[src/rtl/bit_serializer_pkg.sv]
// Shared definitions for the word-to-bit serializer: FSM state encoding
// and the default idle level on the serial line.
package bit_serializer_pkg;

  typedef enum logic {
    IDLE  = 1'b0,
    SHIFT = 1'b1
  } state_t;

  localparam logic IDLE_BIT_DEFAULT = 1'b0;

endpackage

[src/rtl/word_hold_reg.sv]
// Single-entry holding register that parks the next word while the
// shifter is busy. A write and a read in the same cycle is only legal
// while full; the new word then replaces the drained one and full stays set.
module word_hold_reg #(
  parameter int WIDTH = 8
) (
  input  logic             clk,
  input  logic             rst,
  input  logic             wr_en,
  input  logic [WIDTH-1:0] wr_data,
  input  logic             rd_en,
  output logic [WIDTH-1:0] rd_data,
  output logic             full
);

  logic             r_full;
  logic [WIDTH-1:0] r_data;

  // Occupancy flag: set on write, cleared on read, kept on simultaneous write+read.
  always_ff @(posedge clk or posedge rst) begin
    if (rst) begin
      r_full <= 1'b0;
    end else begin
      r_full <= wr_en | (r_full & ~rd_en);
    end
  end

  // Data storage; the contents only matter while r_full is set, so no reset.
  always_ff @(posedge clk) begin
    if (wr_en) begin
      r_data <= wr_data;
    end
  end

  assign rd_data = r_data;
  assign full    = r_full;

endmodule

[src/rtl/bit_serializer.sv]
// Word-to-bit serializer feeding the 101 sequence detector.
// Accepts WIDTH-bit words on a valid/ready handshake, holds one pending
// word, and shifts one bit per clock onto serial_bit with no gap between
// back-to-back words.
// Optional build macro: BIT_SERIALIZER_LSB_FIRST_EN selects LSB-first
// shift order; when undefined the word is sent MSB first.
module bit_serializer
  import bit_serializer_pkg::*;
#(
  parameter int   WIDTH    = 8,
  parameter logic IDLE_BIT = IDLE_BIT_DEFAULT
) (
  input  logic                     clk,
  input  logic                     rst,
  input  logic [WIDTH-1:0]         load_data,
  input  logic                     load_valid,
  output logic                     load_ready,
  output logic                     serial_bit,
  output logic                     serial_valid,
  output logic                     serial_last,
  output logic [$clog2(WIDTH)-1:0] bit_index
);

  localparam int               CNT_W    = $clog2(WIDTH);
  localparam logic [CNT_W-1:0] LAST_IDX = CNT_W'(WIDTH - 1);
`ifdef BIT_SERIALIZER_LSB_FIRST_EN
  localparam int               OUT_POS  = 0;
`else
  localparam int               OUT_POS  = WIDTH - 1;
`endif

  state_t           r_state;
  logic [WIDTH-1:0] r_shift;
  logic [CNT_W-1:0] r_cnt;
  logic             r_serial_bit;
  logic             r_serial_valid;
  logic             r_serial_last;
  logic [CNT_W-1:0] r_bit_index;

  state_t           w_nxt_state;
  logic [WIDTH-1:0] w_nxt_shift;
  logic [CNT_W-1:0] w_nxt_cnt;
  logic             w_accept;
  logic             w_eow;
  logic             w_hold_wr;
  logic             w_hold_rd;
  logic             w_hold_full;
  logic [WIDTH-1:0] w_hold_data;

  // Advance the shift register by one bit toward the output position.
  function automatic logic [WIDTH-1:0] shift_step(input logic [WIDTH-1:0] s);
`ifdef BIT_SERIALIZER_LSB_FIRST_EN
    return s >> 1;
`else
    return s << 1;
`endif
  endfunction

  assign load_ready = ~w_hold_full & ~rst;
  assign w_accept   = load_valid & load_ready;
  assign w_eow      = (r_state == SHIFT) && (r_cnt == LAST_IDX);
  // Mid-word accepts park in the holding register; an accept on the
  // end-of-word edge (hold necessarily empty) goes straight to the shifter.
  assign w_hold_wr  = w_accept && (r_state == SHIFT) && !w_eow;
  assign w_hold_rd  = w_eow && w_hold_full;

  word_hold_reg #(
    .WIDTH (WIDTH)
  ) u_hold (
    .clk     (clk),
    .rst     (rst),
    .wr_en   (w_hold_wr),
    .wr_data (load_data),
    .rd_en   (w_hold_rd),
    .rd_data (w_hold_data),
    .full    (w_hold_full)
  );

  // Next-state decode for the FSM, bit counter and shift register.
  always_comb begin
    w_nxt_state = r_state;
    w_nxt_shift = r_shift;
    w_nxt_cnt   = r_cnt;
    case (r_state)
      IDLE: begin
        if (w_accept) begin
          w_nxt_shift = load_data;
          w_nxt_cnt   = '0;
          w_nxt_state = SHIFT;
        end
      end
      SHIFT: begin
        if (w_eow) begin
          w_nxt_cnt = '0;
          if (w_hold_full) begin
            w_nxt_shift = w_hold_data;
          end else if (w_accept) begin
            w_nxt_shift = load_data;
          end else begin
            w_nxt_state = IDLE;
          end
        end else begin
          w_nxt_shift = shift_step(r_shift);
          w_nxt_cnt   = r_cnt + CNT_W'(1);
        end
      end
      default: begin
        w_nxt_state = IDLE;
        w_nxt_cnt   = '0;
      end
    endcase
  end

  // FSM state plus registered serial outputs derived from the next state,
  // so every output changes on the same edge as the state it describes.
  always_ff @(posedge clk or posedge rst) begin
    if (rst) begin
      r_state        <= IDLE;
      r_shift        <= '0;
      r_cnt          <= '0;
      r_serial_bit   <= IDLE_BIT;
      r_serial_valid <= 1'b0;
      r_serial_last  <= 1'b0;
      r_bit_index    <= '0;
    end else begin
      r_state        <= w_nxt_state;
      r_shift        <= w_nxt_shift;
      r_cnt          <= w_nxt_cnt;
      r_serial_bit   <= (w_nxt_state == SHIFT) ? w_nxt_shift[OUT_POS] : IDLE_BIT;
      r_serial_valid <= (w_nxt_state == SHIFT);
      r_serial_last  <= (w_nxt_state == SHIFT) && (w_nxt_cnt == LAST_IDX);
      r_bit_index    <= (w_nxt_state == SHIFT) ? w_nxt_cnt : '0;
    end
  end

  assign serial_bit   = r_serial_bit;
  assign serial_valid = r_serial_valid;
  assign serial_last  = r_serial_last;
  assign bit_index    = r_bit_index;

endmodule

[config.mk]
export PLATFORM = sky130hd
export DESIGN_NAME = bit_serializer
export DESIGN_NICKNAME = d
export VERILOG_FILES = /design/src/rtl/bit_serializer_pkg.sv /design/src/rtl/word_hold_reg.sv /design/src/rtl/bit_serializer.sv
export SDC_FILE = /design/constraint.sdc
export NUM_CORES = 1
export LEC_CHECK = 0
export ABC_AREA = 1
export CORE_MARGIN = 5
export CORE_UTILIZATION = 40
export CTS_BUF_LIST = sky130_fd_sc_hd__clkbuf_8
export CTS_CLUSTER_DIAMETER = 60
export DETAILED_ROUTE_END_ITERATION = 8
export GPL_TIMING_DRIVEN = 0
export PLACE_DENSITY = 0.61
export SKIP_CTS_REPAIR_TIMING = 1
export SKIP_LAST_GASP = 1
export SLEW_MARGIN = 40
export SYNTH_ARGS = -nofsm -noshare
export SYNTH_HDL_FRONTEND = slang
export SYNTH_SLANG_ARGS = --single-unit
export TNS_END_PERCENT = 1
[constraint.sdc]
create_clock -name clk -period 2.6 [get_ports clk]
set_clock_uncertainty 0.2 [all_clocks]
set_input_delay 0.65 -clock clk [delete_from_list [all_inputs] [get_ports clk]]
set_output_delay 0.65 -clock clk [all_outputs]
set_load 0.05 [all_outputs]
-- Word-level counts from Yosys, hierarchy flattened
Index checks and enable logic that the tools add are counted.
- register bits after elaboration: 26
- word-level logic and storage cells: 38
- reduce and logical (&&, ||, !) cells: 6
- bitwise logic cells: 8
- mux-type cells: 13
- equal/unequal tests: 2
- add/sub/neg operators: 1
- operators by type and width (operator ; count):
    two-way mux 8 bit ; 3
    case mux 8 bit (2 select lines) ; 1
    two-way mux 3 bit ; 3
    == test 3 bit, second input constant ; 2
    case mux 3 bit (2 select lines) ; 1
    logical AND 1 bit ; 5
    two-way mux 1 bit ; 4
    NOT 1 bit ; 4
    adder 3 x 1 -> 3 bit, second input constant ; 1
    AND 1 bit ; 3
    case mux 1 bit (2 select lines) ; 1
    logical NOT 1 bit ; 1
    OR 1 bit ; 1

-- Logic depth before layout (Yosys ltp)
Gate-level depths: netlist of the first run.
- word-level depth: 8
- gate-level depth with buffers: 7

-- Modules after synthesis
From an unflattened synthesis of the first run, not the netlist that was laid out.
- cells, all modules: 112
- area total of the unflattened synthesis: 1137.3 um^2
- modules (own cells, without submodules) (module ; cells each ; sequential area each (um^2) ; area an instance (um^2) ; times used):
    bit_serializer ; 98 ; 425.4 ; 853.3 ; 1
    word_hold_reg ; 14 ; 265.3 ; 284.0 ; 1

-- Worst setup path after synthesis of the first run
No wires, ideal clock.
- kind: input to register
- from: input rst
- to: register u_hold.r_data[0], in the netlist u_hold.rd_data[0] (enable)
- cell stages on the path: 4
- arrival: 1.593 ns
- path slack: 0.437 ns
- cells stage by stage: nor2_4 nand2_2 buf_2 nor2_1
- longest elaborated chain between the ends: 5
- RTL lines (item ; RTL line ; text):
    start, declared ; bit_serializer.sv:14 ; input logic rst,
    NOT 1 bit ; bit_serializer.sv:59 ; assign load_ready = ~w_hold_full & ~rst;
    AND 1 bit ; bit_serializer.sv:59 ;
    AND 1 bit ; bit_serializer.sv:60 ; assign w_accept = load_valid & load_ready;
    logical AND 1 bit (2 in series) ; bit_serializer.sv:64 ; assign w_hold_wr = w_accept && (r_state == SHIFT) && !w_eow;
    net u_hold.wr_en ; word_hold_reg.sv:9 ; input logic wr_en,
    end signal, assigned ; word_hold_reg.sv:31 ; r_data <= wr_data;
    end, declared ; word_hold_reg.sv:17 ; logic [WIDTH-1:0] r_data;
The timed path passes the listed nets, and every way through them passes these cells.
A chain may end at the register's enable or synchronous reset.

-- Worst setup path in the final report of the first run
- from: input rst
- to: output load_ready
- longest elaborated chain between the ends: 2
- RTL lines (item ; RTL line ; text):
    NOT 1 bit ; bit_serializer.sv:59 ;
    AND 1 bit ; bit_serializer.sv:59 ;
    end, declared ; bit_serializer.sv:17 ; output logic load_ready,
Every way passes these cells.

==> results of run 1 <==
## synth_stat cells
library cell,instances,share of area
nand2_1,30,0.098
dfrtp_1,18,0.39
inv_1,15,0.049
nor2_1,12,0.039
edfxtp_1,8,0.21
nand3_1,7,0.031
o211ai_1,5,0.033
a31oi_1,4,0.022
a21oi_1,3,0.013
ha_1,2,0.022
inv_2,2,0.0066
nand2_2,2,0.011
nor2_4,2,0.020
buf_2,1,0.0044
buf_6,1,0.0098
nand2_4,1,0.0098
nor2_8,1,0.018
o21ai_0,1,0.0044
o22ai_1,1,0.0055
## power by group
group	switching, uW	internal [uW]
clock	123	106
sequential	66.0	556
combinational	488	232
total	677	893
## worst max-delay path, delay by kind of cell
kind | cells | cell delay [ps]
buf+inv | 2 | 900
simple gates | 1 | 130
## flip-flops by register name, summed over array words and instances (netlist names)
register / count
r_shift: 8
u_hold.rd_data: 8
bit_index: 3
r_cnt: 3
serial_bit: 1
serial_last: 1
serial_valid: 1
u_hold.full: 1
## logic make-up after synthesis
kind of cell,count (synthesis),synth area share
compound gates,14,0.07768
fa+ha+maj,2,0.02188
buf+inv,19,0.07002
flops,26,0.6039
simple gates,55,0.2265
## metrics by stage
step           TNS [ps]  cells  worst slack (ps)  cell area (um2)
3_3_place_gp     -687.0    164            -311.5             1353
5_1_grt          -5.670    168            -2.889             1400
2_1_floorplan         0    116             436.9             1144
4_1_cts          -318.4    168            -318.4             1398
6_report              0    168             73.07             1400
3_5_place_dp      -1208    164            -311.5             1353
## cell usage in the layout, fill, tap and decap left out, drive strengths merged
cell / instances
dfrtp: 18
nor2: 15
ha: 2
nand3: 7
buf: 2
clkdlybuf4s50: 16
o22ai: 1
edfxtp: 8
a21oi: 3
o21ai: 1
inv: 18
a31oi: 4
nand2: 33
dlymetal6s2s: 1
o211ai: 5
clkbuf: 3
## final timing paths
check,slack (ps),to,start
hold / removal,290,r_shift[2],u_hold.rd_data[2]
setup / recovery,70,load_ready,rst
setup reg to reg,150,u_hold.rd_data[7],r_cnt[0]
hold reg to reg,290,r_shift[2],u_hold.rd_data[2]
min in group asynchronous,670,r_shift[4],rst
max in group asynchronous,1080,serial_valid,rst
## layer usage
layer / GRT usage / up-vias / share of wire
li1: - / 415 / -
met1: 0.1567 / 390 / 0.45
met2: 0.1942 / 16 / 0.50
met3: 0.02131 / 4 / 0.039
met4: 0.05455 / 0 / 0.012
met5: 0 / - / 0
## cell type report
cell class	instances	area [um2]	share of cell area
Tap cell	31	38.79	0.02770
Sequential cell	26	690.7	0.4933
Buffer	2	16.27	0.01162
Multi-Input combinational cell	71	372.9	0.2663
Clock buffer	3	41.29	0.02949
Inverter	17	63.81	0.04558
Clock inverter	1	3.754	0.002681
Timing Repair Buffer	17	172.7	0.1233
==> metrics, run 1 <==
status finished, final reports clean; Root Driver clkbuf_8; Fmax 395.7 MHz; Critical Path RT 1750 ps; CP arrival 1680 ps; Final Hold Viols 0; GR Util All Layers 0.1206; Initial Util 0.4147; Clock Path Buffers 2; minimum clock period 2527 ps; Slew Limit Fails 0; CTS tree done; DIE AREA 4028 um2; Die Ht 63.47 um; ratio of final minimum period to clock period 0.9719; placed wire-length estimate 1587 um; worst hold slack 292.6 ps; DR pass1 iterations 4; Slew @ Worst Pin 707.7 ps; Nets 151; Core Util, Final 0.5077; Slew HR 0.5265; Routed WL 2248 um; post-route total power 1570 uW; Worst setup EP type output port; vias in the first global route 842; Synth Instances 116; Fill cells 265; Hold Path Depth 2; pin count of the biggest net entering global routing 19; Warnings, synthesis 0; GRT overflow 0; Yosys reg bits 26; total I/O pin count 18; PD cells 1122 nW/um2; residual DRC count 0; core area 2758 um2; Seq/Total Area, Yosys 0.6039; Area Overhead vs Synth 22.43%; FP Rows 19; Setup-failing EPs final 0; Peak VDD IR 0.6612 mV; Clock Latency Late Sink 270 ps; CP Class primary input to output port; worst path cell trace clkdlybuf4s50_1 > nor2_4 > dlymetal6s2s_1; antenna violations before repair 0; antenna viol nets, final 0; chip width 63.47 um; clock-pin slew on the worst setup and hold paths 90 ps; CP max stage delay 460 ps; worst reg2reg path depth 5; CP Launch Type primary input; Mean Syn Cell Area 9.859 um2; synthesized area 1144 um2; hold crit path type flip-flop to flip-flop; gpl congestion 0.7603; first-pass GRT wire length 3795 um; Pleak 0.0007133 uW; slowest CP cell clkdlybuf4s50_1; H-tree levels 1; port buffer count 17; Unique masters post-synth 19; crit-path max FO 4; Initial DRC Count 16; wire length per cell 13.38 um; number of vias per cell 4.911; Inserted Clock Buffers 3; RSZ-0062 raised after global routing yes; Max Cap Viol 0; Mapped Nets 129; vias post-DR 825; ant diodes 0; share of layout cells above drive strength 1 0.09489; clock sink count 26
Power figures use the tool's default switching activity.
==> inputs of run 2 (changes only) <==
- CORE_MARGIN: 5 -> 1
- SETUP_SLACK_MARGIN: default -> 0.2
==> run 2 against run 1 <==
Clock power increased by 46%. Core utilization increased by 1.3 points. Routed wire length decreased by 4.8%. Via count increased by 0.73%. Total power increased by 6.3%. Combinational power decreased by 0.6%. Die area decreased by 24%. Register-to-register slack improved by 180 ps. Critical path type unchanged. Critical endpoint unchanged.
==> metrics, run 2 (synthesis gave the netlist of run 1 again) <==
clock share of power 0.199; WL met3 101 um; Slew HR 0.5303; residual DRC count 0; Final Worst Setup Slack 211.8 ps; reg2reg start r_cnt[0]; number of vias per cell 4.946; CP Class primary input to output port; Clock Path Buffers 2; FP Rows 19; sw frac 0.4069; status finished, final reports clean; antenna violations before repair 0; vias in the first global route 859; gpl congestion 0.7649; Clock Latency Late Sink 270 ps; Pint 989.7 uW; hold crit path type flip-flop to flip-flop; Nets 151; Setup-failing EPs final 0; crit-path max FO 4; placed wire-length estimate 1495 um; Fmax 418.7 MHz; Detail Route met2 WL 1078 um; pin count of the biggest net entering global routing 19; Root Driver clkbuf_8; Peak VDD IR 0.9243 mV; Critical Path RT 1750 ps; HP Start u_hold.rd_data[1]; flop-to-flop setup slack 330 ps; share of layout cells above drive strength 1 0.1168; vias post-DR 831; Area Overhead vs Synth 24.51%; Final Hold Viols 0; Slew @ Worst Pin 703.8 ps; PD cells 1172 nW/um2; chip width 55.47 um; clock-pin slew on the worst setup and hold paths 90 ps; GR Util All Layers 0.1611; core area 2734 um2; Pleak 0.0007084 uW; Fin Setup TNS 0 ps; Worst setup EP type output port; WHS Endpoint r_shift[1]; total I/O pin count 18; RSZ-0062 raised after global routing yes; minimum clock period 2388 ps; Initial Util 0.4183; CP Launch Type primary input; clock sink count 26; FF+latch area 690.7 um2; Crit. Startpoint rst; switching pwr 679.0 uW; port buffer count 17; routed length on met1 947 um; Hold Path Depth 2; most frequent cells in the layout nand2_1, dfrtp_1, inv_1, clkdlybuf4s50_1, nor2_1; wire length per cell 12.74 um; Routed WL 2140 um; GRT overflow 0; antenna viol nets, final 0; dpl ws -314.2 ps; Fill cells 267; H-tree levels 1; first-pass GRT wire length 3843 um; Initial DRC Count 9; Max Used Layer met4; combinational share of power 0.429; sequential share of power 0.372; R2R Path End u_hold.rd_data[5]; worst reg2reg path depth 5; ant diodes 0; CP arrival 1540 ps; Inserted Clock Buffers 3; DIE AREA 3077 um2; Slew Limit Fails 0; DR pass1 iterations 6; ratio of final minimum period to clock period 0.9185; Max Cap Viol 0; commonest non-fill, non-tap cell in the layout nand2_1; multi-input combinational cell area 375.4 um2; Die Ht 55.47 um; CTS tree done
[run 2: cell types whose count changed in the layout (fill, tap and decap cells not counted)]
cell / delta
bufinv_16: +1
nor2_1: -1
inv_1: -1
nor2_2: +1
clkdlybuf4s50_1: -1
clkbuf_2: +1
[run 2: layout make-up]
cell class / count / share of cell area
flip-flops and latches: 26 / 0.4851
clock buffers: 3 / 0.02900
inverters: 17 / 0.04482
plain buffers: 2 / 0.01142
well taps: 31 / 0.02724
multi-input cells: 71 / 0.2636
clock inverters: 1 / 0.02109
repair buffers: 17 / 0.1178
[run 2: critical path, stage by stage]
cell,delay (ps)
clkdlybuf4s50_1,460
nor2_4,140
clkbuf_2,290
[run 2: worst max path at each step]
stage,to,slack (ps),cells after the start
after global placement,load_ready,-310,3
after CTS,load_ready,-320,3
after floorplan,u_hold.rd_data[0],440,4
after detailed placement,load_ready,-310,3
final,load_ready,210,3
after global routing,load_ready,170,3
[run 2: stage by stage]
step,cells,hold slack (ps),power (uW),instance area [um2],utilization
6_report,168,284.3,1669,1424,0.5208
5_1_grt,168,316.4,1797,1424,0.5208
4_1_cts,168,285.7,1695,1424,0.5208
3_5_place_dp,164,264.7,1356,1353,0.4947
3_3_place_gp,164,259.0,1338,1353,0.4947
2_1_floorplan,116,246.9,1150,1144,-
[run 2: power by group through the flow]
stage	Sequential (uW)	Clock, uW	Combinational (uW)
2_1_floorplan	741	0	409
3_3_place_gp	627	0	712
3_5_place_dp	631	0	725
4_1_cts	622	344	729
5_1_grt	636	358	803
6_report	620	332	716
[run 2: layer usage]
metal | track usage | vias to the layer above
met4 | 0.06429 | 0
met3 | 0.02342 | 2
met5 | 0 | -
li1 | - | 420
met1 | 0.2114 | 386
met2 | 0.2685 | 23
